**config.mk**
```make
export PLATFORM = sky130hd
export DESIGN_NAME = i2s_sample_frontend
export DESIGN_NICKNAME = d
export VERILOG_FILES = /design/src/rtl/i2s_sample_frontend_pkg.sv /design/src/rtl/i2s_sample_frontend_rx_deser.sv /design/src/rtl/i2s_sample_frontend.sv
export SDC_FILE = /design/constraint.sdc
export NUM_CORES = 1
export LEC_CHECK = 0
export ABC_AREA = 0
export CORE_UTILIZATION = 36
export DETAILED_ROUTE_END_ITERATION = 16
export PLACE_DENSITY_LB_ADDON = 0.08
export SLEW_MARGIN = 20
export SYNTH_ARGS = -nofsm -noshare
export SYNTH_HDL_FRONTEND = slang
export SYNTH_SLANG_ARGS = --single-unit
```
**constraint.sdc**
```tcl
create_clock -name clk -period 3.2 [get_ports clk]
set_input_delay 0.32 -clock clk [delete_from_list [all_inputs] [get_ports clk]]
set_output_delay 0.32 -clock clk [all_outputs]
set_load 0.02 [all_outputs]
```
**src/rtl/i2s_sample_frontend_pkg.sv**
```systemverilog
// Shared encodings for the I2S sample front end: handoff FSM states and channel select.
package i2s_sample_frontend_pkg;

   typedef enum logic [1:0] {
      FE_IDLE   = 2'd0,
      FE_ISSUED = 2'd1,
      FE_BUSY   = 2'd2
   } fe_state_t;

   localparam logic LEFT = 1'b0;

endpackage

```
**src/rtl/i2s_sample_frontend_rx_deser.sv**
```systemverilog
// I2S left-channel deserialiser: 2-FF input synchronisers, bclk rise detect,
// MSB-first shift register and bit counter, truncated word out with a done pulse.
module i2s_rx_deser
   import i2s_sample_frontend_pkg::*;
#(
   parameter int data_width   = 16,
   parameter int sample_width = 24
) (
   input  logic                  clk,
   input  logic                  reset,
   input  logic                  i2s_bclk,
   input  logic                  i2s_lrclk,
   input  logic                  i2s_sdata,
   output logic [data_width-1:0] rx_word,
   output logic                  rx_done,
   output logic                  short_word
);

   localparam int IW = $clog2(sample_width + 1);
   localparam logic [IW-1:0] LAST_IDX = IW'(sample_width - 1);
   localparam logic [IW-1:0] IDX_ONE  = IW'(1);

   logic bclk_s1, bclk_s2, bclk_d;
   logic lr_s1, lr_s2, lr_prev;
   logic sd_s1, sd_s2;
   logic collecting;
   logic [IW-1:0] bit_idx;
   logic [sample_width-2:0] shreg;
   logic [sample_width-1:0] shift_next;
   logic bclk_rise;

   assign bclk_rise  = bclk_s2 & ~bclk_d;
   assign shift_next = {shreg, sd_s2};

   always_ff @(posedge clk or negedge reset) begin
      if (!reset) begin
         bclk_s1    <= 1'b0;
         bclk_s2    <= 1'b0;
         bclk_d     <= 1'b0;
         lr_s1      <= 1'b0;
         lr_s2      <= 1'b0;
         lr_prev    <= 1'b0;
         sd_s1      <= 1'b0;
         sd_s2      <= 1'b0;
         collecting <= 1'b0;
         bit_idx    <= '0;
         shreg      <= '0;
         rx_word    <= '0;
         rx_done    <= 1'b0;
         short_word <= 1'b0;
      end else begin
         bclk_s1    <= i2s_bclk;
         bclk_s2    <= bclk_s1;
         bclk_d     <= bclk_s2;
         lr_s1      <= i2s_lrclk;
         lr_s2      <= lr_s1;
         sd_s1      <= i2s_sdata;
         sd_s2      <= sd_s1;
         rx_done    <= 1'b0;
         short_word <= 1'b0;
         if (bclk_rise) begin
            lr_prev <= lr_s2;
            // The bit sampled on the word-select fall belongs to the previous word.
            if ((lr_prev != LEFT) && (lr_s2 == LEFT)) begin
               bit_idx    <= '0;
               collecting <= 1'b1;
            end else if (collecting) begin
               if (lr_s2 == LEFT) begin
                  shreg   <= shift_next[sample_width-2:0];
                  bit_idx <= bit_idx + IDX_ONE;
                  if (bit_idx == LAST_IDX) begin
                     rx_word    <= shift_next[sample_width-1 -: data_width];
                     rx_done    <= 1'b1;
                     collecting <= 1'b0;
                  end
               end else begin
                  short_word <= 1'b1;
                  collecting <= 1'b0;
               end
            end
         end
      end
   end

endmodule

```
**src/rtl/i2s_sample_frontend.sv**
```systemverilog
// I2S front end for dsp_pipeline: one-deep sample slot with overrun counting,
// valid/ready-style handoff FSM and capture of the returned pipeline result.
module i2s_sample_frontend
   import i2s_sample_frontend_pkg::*;
#(
   parameter int data_width   = 16,
   parameter int sample_width = 24,
   parameter int count_width  = 16
) (
   input  logic                   clk,
   input  logic                   reset,
   input  logic                   enable,
   input  logic                   i2s_bclk,
   input  logic                   i2s_lrclk,
   input  logic                   i2s_sdata,
   input  logic                   pipe_ready,
   input  logic [data_width-1:0]  pipe_out_sample,
   output logic [data_width-1:0]  in_sample,
   output logic                   in_valid,
   output logic [data_width-1:0]  out_latched,
   output logic                   out_valid,
   output logic [count_width-1:0] overrun_count,
   output logic                   frame_error,
   output fe_state_t              fe_state
);

   // Handshake: a sample is handed over by a one-cycle in_valid taken only in
   // IDLE with pipe_ready high; the pipeline then drops ready while it works and
   // raises it again with its result on pipe_out_sample, which is captured once.

   localparam logic [count_width-1:0] CNT_ONE = count_width'(1);

   logic [data_width-1:0] rx_word;
   logic                  rx_done;
   logic                  short_word;
   logic                  slot_full;
   logic [data_width-1:0] slot_data;
   logic                  load;
   logic                  issue;
   logic                  capture;
   fe_state_t             state, state_next;

   i2s_rx_deser #(
      .data_width  (data_width),
      .sample_width(sample_width)
   ) u_rx (
      .clk       (clk),
      .reset     (reset),
      .i2s_bclk  (i2s_bclk),
      .i2s_lrclk (i2s_lrclk),
      .i2s_sdata (i2s_sdata),
      .rx_word   (rx_word),
      .rx_done   (rx_done),
      .short_word(short_word)
   );

   assign load     = rx_done & enable;
   assign fe_state = state;

   always_ff @(posedge clk or negedge reset) begin
      if (!reset) state <= FE_IDLE;
      else        state <= state_next;
   end

   always_comb begin
      state_next = state;
      issue      = 1'b0;
      capture    = 1'b0;
      case (state)
         FE_IDLE: begin
            if (slot_full && pipe_ready) begin
               issue      = 1'b1;
               state_next = FE_ISSUED;
            end
         end
         FE_ISSUED: begin
            if (!pipe_ready) state_next = FE_BUSY;
         end
         FE_BUSY: begin
            if (pipe_ready) begin
               capture    = 1'b1;
               state_next = FE_IDLE;
            end
         end
         default: state_next = FE_IDLE;
      endcase
   end

   always_ff @(posedge clk or negedge reset) begin
      if (!reset) begin
         slot_full     <= 1'b0;
         slot_data     <= '0;
         in_sample     <= '0;
         in_valid      <= 1'b0;
         out_latched   <= '0;
         out_valid     <= 1'b0;
         overrun_count <= '0;
         frame_error   <= 1'b0;
      end else begin
         in_valid    <= issue;
         out_valid   <= capture;
         frame_error <= frame_error | short_word;
         if (issue)   in_sample   <= slot_data;
         if (capture) out_latched <= pipe_out_sample;
         // Latest word wins; an overrun is counted only when a full slot is not draining.
         if (load) begin
            slot_data <= rx_word;
            slot_full <= 1'b1;
            if (slot_full && !issue && (overrun_count != '1))
               overrun_count <= overrun_count + CNT_ONE;
         end else if (issue) begin
            slot_full <= 1'b0;
         end
      end
   end

endmodule

```
-- Word-level counts from Yosys, hierarchy flattened
Cells that the tools add are included.
- register bits: 125
- input port bits: 23
- output and inout bits: 53
- word-level logic and storage cells: 78
- add/sub/neg operators: 2
- equality and inequality tests: 8
- mux-type cells: 26
- bitwise gates (word level): 6
- reductions and logical operators: 13
- operator list (kind ; number):
    two-way mux 1 bit ; 19
    adder 16 x 1 -> 16 bit (second input constant) ; 1
    inequality test 16 bit (second input constant) ; 1
    two-way mux 5 bit ; 3
    inequality test 2 bit (second input constant) ; 4
    two-way mux 2 bit ; 3
    one-hot mux 2 bit (3 select lines) ; 1
    AND reduction 3 bit ; 2
    adder 5 x 1 -> 5 bit (second input constant) ; 1
    equality test 5 bit (second input constant) ; 1
    AND reduction 5 bit ; 1
    logical AND 1 bit ; 4
    AND reduction 4 bit ; 1
    nonzero test 2 bit ; 2
    NOT 1 bit ; 3
    AND 1 bit ; 2
    equality test 2 x 1 -> 1 bit (second input constant) ; 1
    equality test 2 bit (second input constant) ; 1
    logical NOT 2 bit ; 1
    AND reduction 2 bit ; 1
    logical NOT 1 bit ; 1
    OR 1 bit ; 1

-- Logic depth before layout (Yosys ltp)
- word-level depth: 7
- gate-level depth with buffers: 8
- gate-level depth less buffers: 5

-- Cells and area by module
A second synthesis with hierarchy kept.
- cell total of the unflattened synthesis: 350
- area total of the unflattened synthesis: 4959.8 sq um
- modules (own cells, without submodules) (module ; instances ; cells each ; area an instance (sq um) ; sequential area each (sq um)):
    i2s_sample_frontend ; 1 ; 222 ; 2815.2 ; 1751.7
    i2s_rx_deser ; 1 ; 128 ; 2144.6 ; 1376.3

-- Least setup slack after synthesis
No wires, ideal clock.
- kind: register to register
- from: register u_rx.lr_s2
- to: register u_rx.rx_word[10]
- setup time: 0.125 ns
- data arrival time: 2.100 ns
- required time: 3.075 ns
- path slack: 0.975 ns
- stages on the path, launching flop included: 9
- path buffers: 4
- period minus slack after synthesis: 2.225 ns
- cells stage by stage: dfrtp_1 -> or3b_1 -> buf_2 -> or3_1 -> buf_6 -> or2_1 -> buf_6 -> buf_8 -> mux2_4
- cells in the longest elaborated chain, start to end: 4
- RTL lines (element ; RTL line ; source):
    from (decl) ; i2s_sample_frontend_rx_deser.sv:24 ; logic lr_s1, lr_s2, lr_prev;
    from (signal assigned) ; i2s_sample_frontend_rx_deser.sv:56 ; lr_s2 <= lr_s1;
    NOT 1 bit (no source line) (*) ; n/a ;
    logical AND 1 bit ; i2s_sample_frontend_rx_deser.sv:64 ; if ((lr_prev != LEFT) && (lr_s2 == LEFT)) begin
    NOT 1 bit (no source line) ; n/a ;
    AND reduction 5 bit (no source line) (*) ; n/a ;
    to (signal assigned) ; i2s_sample_frontend_rx_deser.sv:72 ; rx_word <= shift_next[sample_width-1 -: data_width];
    to (decl) ; i2s_sample_frontend_rx_deser.sv:14 ; output logic [data_width-1:0] rx_word,
Every way passes the cells marked *; elsewhere a longest branch is shown, timed or not.
A chain may end at the register's enable or synchronous reset.

-- Final worst setup path
- from: register u_rx.lr_s2
- to: register u_rx.rx_word[4]
Same word-level chain as after synthesis.

==> metrics <==
Crit path arrival time=2660 ps; Slowest cell on crit path=or2_1; minimum clock period=2370 ps; Mapped Avg Cell Area=13.4 µm²; Port Buffers=75; clock sink count=125; Inserted Diodes=0; relative slew slack=0.384; final wirelength=8590 µm; worst hold slack=347 ps; Commonest cells post-synth=dfrtp_1 (125), mux2_2 (67), nand2_1 (60); Final Hold Vio Count=0; WP data required=3490 ps; achievable frequency=0.422 GHz; DP Area=0.00584 mm²; fraction of layout cells with a size suffix above 1=0.244; Buf+Inv Stages, Crit Path=0; Peak VDD IR=between 0.2 and 0.3 mV; P per Cell Area=576 mW/mm²; register area share after synthesis=0.639; quantity of gates resized following cts=0; Root Driver=clkbuf_16; DP Wirelength=5630 µm; Cells after Synth=365; clock-pin slew of the registers on the worst-case setup and hold paths=50 ps; EDFF count, synth=0; maximum number of pins on one net before global-route repair=51; Longest Clk Path Bufs=2; CP top delay family=simple AND/OR/NAND/NOR gates; Cell Rows=42; multi-input logic area=0.00167 mm²; RSZ-0062 raised after global routing=false; most numerous cell in the Yosys netlist=dfrtp_1; total negative slack=0 ps; area grow syn2layout=30.9%; total iterations of the first detailed-routing run=4; Die Area=between 0.01 and 0.015 mm²; Vias/cell=roughly 4.7; largest area contributor in the netlist=dfrtp_1; CTS tree=yes; crit path max fanout=17; share of the synthesized area in the top cell type=0.639; Worst-Margin Slew=923 ps; crit end category=flip-flop; ys async rst share=1.00; outcome=complete, no violations; CTS Buf Count=17; max-slew violations=0; worst-path cell chain=or3b_1, or3_1, or2_1, mux2_4; Synth Net Count=about 400; Syn. warnings=0; gpl congestion=0.766; DR WL/cell=13.4 µm; post-synth cell types=40; post-route cell area=approximately 0.0064 mm²; fin crit share=0.741; DR DRC count=0; vias in the first global route=between 3000 and 4000; CP Class=reg2reg; via count=3022; Worst setup SP type=flip-flop; global route total overflow=0; final worst slack=roughly 830 ps; nets=476; Setup Skew=4.90 ps; Pleak=3.09 nW; # setup viols final=0; clk_lat worst skew=410 ps; htree depth=4; Core ar.=around 0.013 mm²; Place WS=799 ps; largest cells by area after synthesis=dfrtp_1 (64%), mux2_2 (15%), nand2_1 (4.6%); DR iter-0 viols=150; I/O pin count=76; Min-Delay Path Class=reg2reg; CP peak stage delay=about 560 ps; DIE WIDTH=119 µm; Design Power=3.69 mW; total track usage=0.135; max-cap violations=0; area occupied by registers=0.00313 mm²; Post-synth top flop=dfrtp_1; Initial Util=0.370; die height=119 µm; fillers=1219; register bit total from synthesis=125; Synth Cell Area=0.00490 mm²; post-route ant nets=0; first-pass GRT wire length=14700 µm; initial antenna violation count=0
## layout make-up
class	instances	share of cell area
clock inverter	7	0.00937
sequential	125	0.488
inverter	6	0.00351
clock buffer	25	0.0788
multi-input combinational	220	0.260
tap	176	0.0343
timing repair buffer	81	0.126
## sequential cells by signal (all words and copies together), names as in the netlist, 2 cells and up
register / flops
overrun_count: 16
u_rx.rx_word: 16
slot_data: 16
u_rx.shreg: 23
fe_state: 2
out_latched: 16
in_sample: 16
u_rx.bit_idx: 5
## cell families after synthesis
kind of cell,synth area share
flops,0.639
fa+ha+maj,0.00511
simple gates,0.110
xor+xnor,0.0179
buf+inv,0.0212
mux,0.182
compound gates,0.0255
## cell usage in the layout (no fill, tap or decap), types with 2 or more instances in the layout
| cell | instances |
|---|---|
| nand3_1 | 4 |
| and4_1 | 5 |
| clkbuf_1 | 3 |
| nor2_1 | 8 |
| and3_1 | 5 |
| mux2_4 | 9 |
| and2_1 | 3 |
| inv_1 | 5 |
| clkinv_2 | 6 |
| clkbuf_8 | 5 |
| a31oi_1 | 3 |
| clkdlybuf4s50_1 | 74 |
| nand2_1 | 60 |
| nand4_1 | 10 |
| buf_4 | 5 |
| dfrtp_1 | 125 |
| xnor2_1 | 9 |
| clkbuf_16 | 17 |
| mux2_2 | 67 |
| nor3_1 | 3 |
| o2111ai_1 | 2 |
| nor2b_1 | 2 |
| o21ai_0 | 9 |
| ha_1 | 2 |
| a21oi_1 | 3 |
## repair_timing
item,CTS,global route
setup buffers,0,0
hold buffers,1,0
endpoints found under the hold margin,41,0
## layer usage
layer	track usage	up-vias	part of all wire
met5	0	-	0
met4	0.0783	0	0.021
met3	0.0420	17	0.044
met2	0.201	68	0.45
met1	0.174	1494	0.48
li1	-	1443	-
## power by group
group	switching, mW	internal, mW
clock network	0.637	1.16
logic	0.110	0.108
registers	0.0358	1.64
total	0.782	2.91
## worst paths after layout
path / cells after the start / slack, ps / end / start
max: 4 / 830 / u_rx.rx_word[4]$_DFFE_PN0P_ / u_rx.lr_s2$_DFF_PN0_
max in group asynchronous: 3 / 1900 / u_rx.shreg[1]$_DFFE_PN0P_ / reset
min reg2reg: 0 / 350 / u_rx.bclk_s2$_DFF_PN0_ / u_rx.bclk_s1$_DFF_PN0_
max reg2reg: 4 / 830 / u_rx.rx_word[4]$_DFFE_PN0P_ / u_rx.lr_s2$_DFF_PN0_
min: 0 / 350 / u_rx.bclk_s2$_DFF_PN0_ / u_rx.bclk_s1$_DFF_PN0_
min in group asynchronous: 2 / 450 / overrun_count[7]$_DFFE_PN0P_ / reset
## through the flow
step                 util  cells
finish              0.484    640
global route        0.484    640
CTS                 0.484    640
detailed placement  0.441    607
global placement    0.441    607
floorplan               -    365
Note: power is estimated with default switching activity, not from simulation.
